`src/rtl/heart_hud_ctrl.sv`:
```
// Lives HUD sequencer: tracks remaining lives, blinks the heart just lost, raises
// game over, and drives a 2-stage heart sprite pipeline (ROM address -> palette index).
module heart_hud_ctrl #(
    parameter int MAX_LIVES    = 3,
    parameter int SPR_W        = 16,
    parameter int SPR_H        = 16,
    parameter int X0           = 16,
    parameter int Y0           = 16,
    parameter int GAP          = 4,
    parameter int BLINK_FRAMES = 32,
    parameter int TRANSP_IDX   = 0,
    localparam int AW          = $clog2(SPR_W * SPR_H),
    localparam int LW          = $clog2(MAX_LIVES + 1)
) (
    input  logic          clk,
    input  logic          reset_n,
    input  logic          frame_start,
    input  logic [9:0]    draw_x,
    input  logic [9:0]    draw_y,
    input  logic          life_lost,
    input  logic          restart,
    output logic [AW-1:0] rom_addr,
    input  logic [3:0]    rom_data,
    output logic [3:0]    pal_index,
    output logic          heart_on,
    output logic [LW-1:0] lives,
    output logic          game_over
);
    localparam int BW = $clog2(BLINK_FRAMES + 1);

    typedef enum logic [1:0] {PLAY, BLINK, GAME_OVER} state_t;

    state_t        state_reg;
    logic [LW-1:0] lives_reg;
    logic [LW-1:0] blink_slot_reg;
    logic [BW-1:0] blink_cnt_reg;
    logic          game_over_reg;

    logic          hit_reg;
    logic          vis_reg;

    logic [9:0]           dy;
    logic                 y_in;
    logic [9:0]           dx [MAX_LIVES];
    logic [MAX_LIVES-1:0] slot_hit;
    logic [MAX_LIVES-1:0] slot_vis;

    logic          hit_next;
    logic          vis_next;
    logic [AW-1:0] addr_next;
    logic          loss;

    // Unsigned offsets: pixels left of / above a heart wrap to large values and miss.
    assign dy   = draw_y - 10'(Y0);
    assign y_in = dy < 10'(SPR_H);

    for (genvar gi = 0; gi < MAX_LIVES; gi++) begin : g_slot
        localparam int XI = X0 + gi * (SPR_W + GAP);
        assign dx[gi]       = draw_x - 10'(XI);
        assign slot_hit[gi] = y_in && (dx[gi] < 10'(SPR_W));
        assign slot_vis[gi] = (state_reg != GAME_OVER) &&
                              ((LW'(gi) < lives_reg) ||
                               ((state_reg == BLINK) && (LW'(gi) == blink_slot_reg) &&
                                blink_cnt_reg[2]));
    end

    // Hearts never overlap, so at most one slot hits.
    always_comb begin
        hit_next  = 1'b0;
        vis_next  = 1'b0;
        addr_next = '0;
        for (int i = 0; i < MAX_LIVES; i++) begin
            if (slot_hit[i]) begin
                hit_next  = 1'b1;
                vis_next  = slot_vis[i];
                addr_next = AW'(int'(dy) * SPR_W + int'(dx[i]));
            end
        end
    end

    always_ff @(posedge clk) begin
        if (!reset_n) begin
            hit_reg   <= 1'b0;
            vis_reg   <= 1'b0;
            rom_addr  <= '0;
            pal_index <= '0;
            heart_on  <= 1'b0;
        end else begin
            hit_reg   <= hit_next;
            vis_reg   <= vis_next;
            rom_addr  <= addr_next;
            pal_index <= rom_data;
            heart_on  <= hit_reg & vis_reg & (rom_data != 4'(TRANSP_IDX));
        end
    end

    assign loss = life_lost && (lives_reg != '0);

    always_ff @(posedge clk) begin
        if (!reset_n) begin
            state_reg      <= PLAY;
            lives_reg      <= LW'(MAX_LIVES);
            blink_slot_reg <= '0;
            blink_cnt_reg  <= '0;
            game_over_reg  <= 1'b0;
        end else if (restart) begin
            state_reg     <= PLAY;
            lives_reg     <= LW'(MAX_LIVES);
            blink_cnt_reg <= '0;
            game_over_reg <= 1'b0;
        end else begin
            case (state_reg)
                PLAY, BLINK: begin
                    if (loss) begin
                        // A new loss replaces any heart still blinking.
                        lives_reg      <= lives_reg - LW'(1);
                        blink_slot_reg <= lives_reg - LW'(1);
                        blink_cnt_reg  <= BW'(BLINK_FRAMES);
                        state_reg      <= BLINK;
                    end else if ((state_reg == BLINK) && frame_start) begin
                        if (blink_cnt_reg == BW'(1)) begin
                            blink_cnt_reg <= '0;
                            if (lives_reg != '0) begin
                                state_reg <= PLAY;
                            end else begin
                                state_reg     <= GAME_OVER;
                                game_over_reg <= 1'b1;
                            end
                        end else begin
                            blink_cnt_reg <= blink_cnt_reg - BW'(1);
                        end
                    end
                end
                GAME_OVER: begin
                    game_over_reg <= 1'b1;
                end
                default: begin
                    state_reg <= PLAY;
                end
            endcase
        end
    end

    assign lives     = lives_reg;
    assign game_over = game_over_reg;

endmodule

```
`config.mk`:
```
export PLATFORM = sky130hd
export DESIGN_NAME = heart_hud_ctrl
export DESIGN_NICKNAME = d
export VERILOG_FILES = /design/src/rtl/heart_hud_ctrl.sv
export SDC_FILE = /design/constraint.sdc
export NUM_CORES = 1
export LEC_CHECK = 0
export CORE_MARGIN = 2
export CORE_UTILIZATION = 45
export CTS_CLUSTER_DIAMETER = 100
export DETAILED_ROUTE_END_ITERATION = 7
export HOLD_SLACK_MARGIN = 0.02
export PLACE_DENSITY_LB_ADDON = 0.1
export SLEW_MARGIN = 15
export SYNTH_ARGS = -nofsm -noshare
export SYNTH_HDL_FRONTEND = slang
export SYNTH_SLANG_ARGS = --single-unit
```
`constraint.sdc`:
```
create_clock -name clk -period 3.9 [get_ports clk]
set_input_delay 1.17 -clock clk [delete_from_list [all_inputs] [get_ports clk]]
set_output_delay 1.17 -clock clk [all_outputs]
set_load 0.005 [all_outputs]
```
==> flow_results.org, run 1 <==
** Synth
- Of the synthesized area, sequential elements account for 0.294.
- Among all flip-flop cells after synthesis, the most frequent one is sky130_fd_sc_hd__dfxtp_1.
- Counting flops with an async set or reset pin after synthesis yields a share of 0.
- The Yosys step of the flow raised 0 warnings.
- The mapped netlist covers about 1900 um^2.
- Net count after synthesis :: 266
- Summed over all instances, the cell type with the most area after synthesis is sky130_fd_sc_hd__dfxtp_1.
- Among all cell types in the netlist, the one instantiated most often is sky130_fd_sc_hd__dfxtp_1.
- Of the post-synthesis cell area, the dominant cell type holds 0.294.
- The netlist uses 44 different library cells.
- After synthesis, the mean cell area works out to 8.99 um^2.
- Register bit count reported by yosys :: 28
- In this run, synthesis inferred 0 flip-flops with an integrated enable.
- Post-synthesis cell count :: around 210
- Leading cell types by count after synthesis :: sky130_fd_sc_hd__dfxtp_1, sky130_fd_sc_hd__ha_1, sky130_fd_sc_hd__inv_1
- Top post-synthesis cells by area :: sky130_fd_sc_hd__dfxtp_1, sky130_fd_sc_hd__ha_1, sky130_fd_sc_hd__xnor2_1

** Layout
- After the flow finishes, the layout carries non-filler instances totaling about 310.
- For this run, the post-layout net count is roughly 310.
- Synthesis-to-layout area growth :: 29.1%
- Fill cells in the final layout number 365.
- In the final layout, flip-flops and latches occupy roughly 560 um^2.
- Share of final-layout standard cells stronger than drive strength 1 :: 0.0888
- The register with the most flip-flops in the layout has 8 of them.
- 0 antenna diodes ended up in the layout.
- The multi-input combinational cells in the finished layout cover a total of between 1000 and 1500 um^2.
- After routing the design area is about 2500 um^2.

** Clocking
- Maximum level of the CTS H-tree :: 1
- In this run, post-CTS hold repair placed 0 buffers.
- Post-cts gate resize count :: 0
- TritonCTS clock tree :: yes
- Total CTS buffers :: 3
- Clock input transition at the sequential cells of the worst setup and hold paths :: ~0.09 ns
- Total setup buffers inserted after CTS :: 0
- Counting along the longest clock path gives a buffer depth of 2.
- The tree is rooted in a sky130_fd_sc_hd__clkbuf_8.
- Worst-skew pair later-pin latency :: 0.28 ns
- Sinks on Clock Net :: 28

** Status
- The run finished with clean final reports.

** Global route
- For this run, global-route usage on met2 was measured as 0.296.
- The layer flagged by global routing as most heavily used is met2.
- The first global-routing pass estimated approximately 7.1 mm of wire.
- The via count of the first global-routing pass came to 1577.
- Global routing finished with a remaining overflow of 0.
- Total global routing track utilization :: 0.181
- Met1 track demand over resource :: 0.239
- For this run, global-route usage on met3 was measured as 0.0249.
- The number of antenna violations at the first check in global routing is 0.
- Entering global routing, the biggest net connects 16 pins.

** Placed design
- Final weighted congestion of routability-driven global placement :: a little over 0.8
- In this run the tool buffered the top-level ports with 44 buffer cells.
- DP Area :: roughly 2400 um^2
- Post-placement cell count :: between 300 and 400
- Before CTS, the worst setup slack after placement is approximately 0.22 ns.
- HPWL after detailed placement :: between 3 and 4 mm

** Timing
- Final hold violation count :: 0
- Pins Over Slew Limit :: 0
- Relative slew margins :: 0.629
- Setup skew after layout :: between 0.005 and 0.006 ns
- Count of final setup violators :: 0
- Based on the critical path, the design can be clocked at up to 296 MHz.
- Setup tns final :: 0 ns
- Slew at the pin with the worst max-slew slack :: about 0.56 ns
- Dividing the final minimum period by the clock period gives 0.867.
- In the post-route analysis, the smallest setup slack over all paths is 0.518 ns.
- The worst path in the final design needs a cycle of about 3.4 ns, including I/O delays and setup.
- Setup repair after global routing missed its margin :: false

** Critical path
- Data arrival time of the critical path :: between 3 and 4 ns
- CP Max Fanout :: 6
- STA classifies the critical path startpoint as a primary input.
- Endpoint required time on the critical path :: ~4.1 ns
- Endpoint type of the worst setup path :: flop
- The worst setup path is of the primary input to flop kind.

** Route
- Wires add up to around 4 mm.
- Routed wirelength normalized by instance count :: 13.0 um
- Routed vias :: 1600
- Violation count after the first detailed-route iteration :: 48
- Remaining antenna violation count :: 0
- The first detailed-routing pass ran for 4 iterations.
- After detailed routing, the number of vias per cell comes to around 5.2.
- Number of remaining DRC errors :: 0

** Power
- Pwr Density :: around 270 nW/um^2
- Across the VDD grid, the largest voltage drop is approximately 0.00013 V.
- Summing internal, switching and leakage power gives roughly 0.65 mW.
- For this design the static power due to leakage is approximately 1.0 nW.

** Run
- Max-cap violations :: 0

** Min path
- The min-delay analysis places its worst path in the category flop to flop.

** Die
- Die extent in y :: roughly 70 um
- DIE WIDTH :: 69.1 um
- Pin placement for this block handled 45 I/O pins.
- Site row count :: 23
- In this run the standard cell core region covers a little over 4000 um^2.
- Initial core utilization :: 0.473
- Total Die Area :: approximately 4800 um^2
==> power breakdown <==
group | switching [mW] | leakage, nW | internal, mW
registers | 0.00673 | 0.228 | 0.294
clock network | 0.0888 | 0.0288 | 0.0905
logic | 0.0841 | 0.781 | 0.0897
total | 0.180 | 1.04 | 0.475
==> path summary, 6_finish.rpt <==
kind	from	endpoint	slack (ns)	cells after the start
hold / removal	vis_reg	heart_on	0.43	2
hold reg to reg	vis_reg	heart_on	0.43	2
setup reg to reg	lives[0]	blink_cnt_reg[4]	1.73	8
setup / recovery	draw_x[4]	rom_addr[7]	0.52	11
==> layout make-up <==
cell class / instances / share of cell area
multi-input cells: 160 / 0.504
inverters: 19 / 0.0290
repair buffers: 48 / 0.191
clock buffers: 4 / 0.0224
flip-flops and latches: 28 / 0.228
well taps: 50 / 0.0254
==> layer usage <==
| metal | part of all wire | vias up |
|---|---|---|
| li1 | - | 829 |
| met1 | 0.49 | 727 |
| met2 | 0.45 | 38 |
| met3 | 0.036 | 6 |
| met4 | 0.022 | 0 |
| met5 | 0 | - |
==> kinds of logic (layout without fill, tap and decap cells) <==
kind of cell	Yosys count	after routing	synth area share
AND/OR/NAND/NOR	75	75	0.222
AO/OA/AOI/OAI	39	39	0.156
XOR/XNOR	21	21	0.0965
adder cells (fa/ha/maj)	25	25	0.176
buffers and inverters	24	71	0.0552
flip-flops	28	28	0.294
==> layout by cell type (no fill, tap or decap), types with 8 or more instances in the layout <==
cell type,count
sky130_fd_sc_hd__nand2_1,12
sky130_fd_sc_hd__xnor2_1,13
sky130_fd_sc_hd__a21oi_1,9
sky130_fd_sc_hd__clkdlybuf4s50_1,44
sky130_fd_sc_hd__inv_1,19
sky130_fd_sc_hd__ha_1,22
sky130_fd_sc_hd__and2_1,10
sky130_fd_sc_hd__xor2_1,8
sky130_fd_sc_hd__dfxtp_1,28
sky130_fd_sc_hd__nor2_1,18
==> stage by stage <==
step           hold WS, ns   util
2_1_floorplan        0.408      -
3_3_place_gp         0.415  0.597
3_5_place_dp         0.426  0.597
4_1_cts              0.431  0.611
5_1_grt              0.472  0.611
6_report             0.426  0.611
==> worst max-delay path, cell delays in order <==
cell and delay [ns]:
sky130_fd_sc_hd__clkdlybuf4s50_1 0.47, sky130_fd_sc_hd__inv_1 0.11, sky130_fd_sc_hd__ha_1 0.19, sky130_fd_sc_hd__a21boi_0 0.31, sky130_fd_sc_hd__xnor2_1 0.26, sky130_fd_sc_hd__ha_1 0.30
sky130_fd_sc_hd__a21o_1 0.15, sky130_fd_sc_hd__a21oi_1 0.16, sky130_fd_sc_hd__xnor2_1 0.14, sky130_fd_sc_hd__a221oi_1 0.09, sky130_fd_sc_hd__a211oi_1 0.21
Note: power is estimated with default switching activity, not from simulation.
==> run 2, diff against run 1 <==
- SETUP_SLACK_MARGIN: default -> 0.02
- SLEW_MARGIN: 15 -> 25
==> results of run 2 <==
No change in the layout: final DEF, timing and power equal those of run 1.
==> run 3, diff against run 2 <==
- SKIP_LAST_GASP: default -> 1
==> results of run 3 <==
No change in the layout: final DEF, timing and power equal those of run 1.
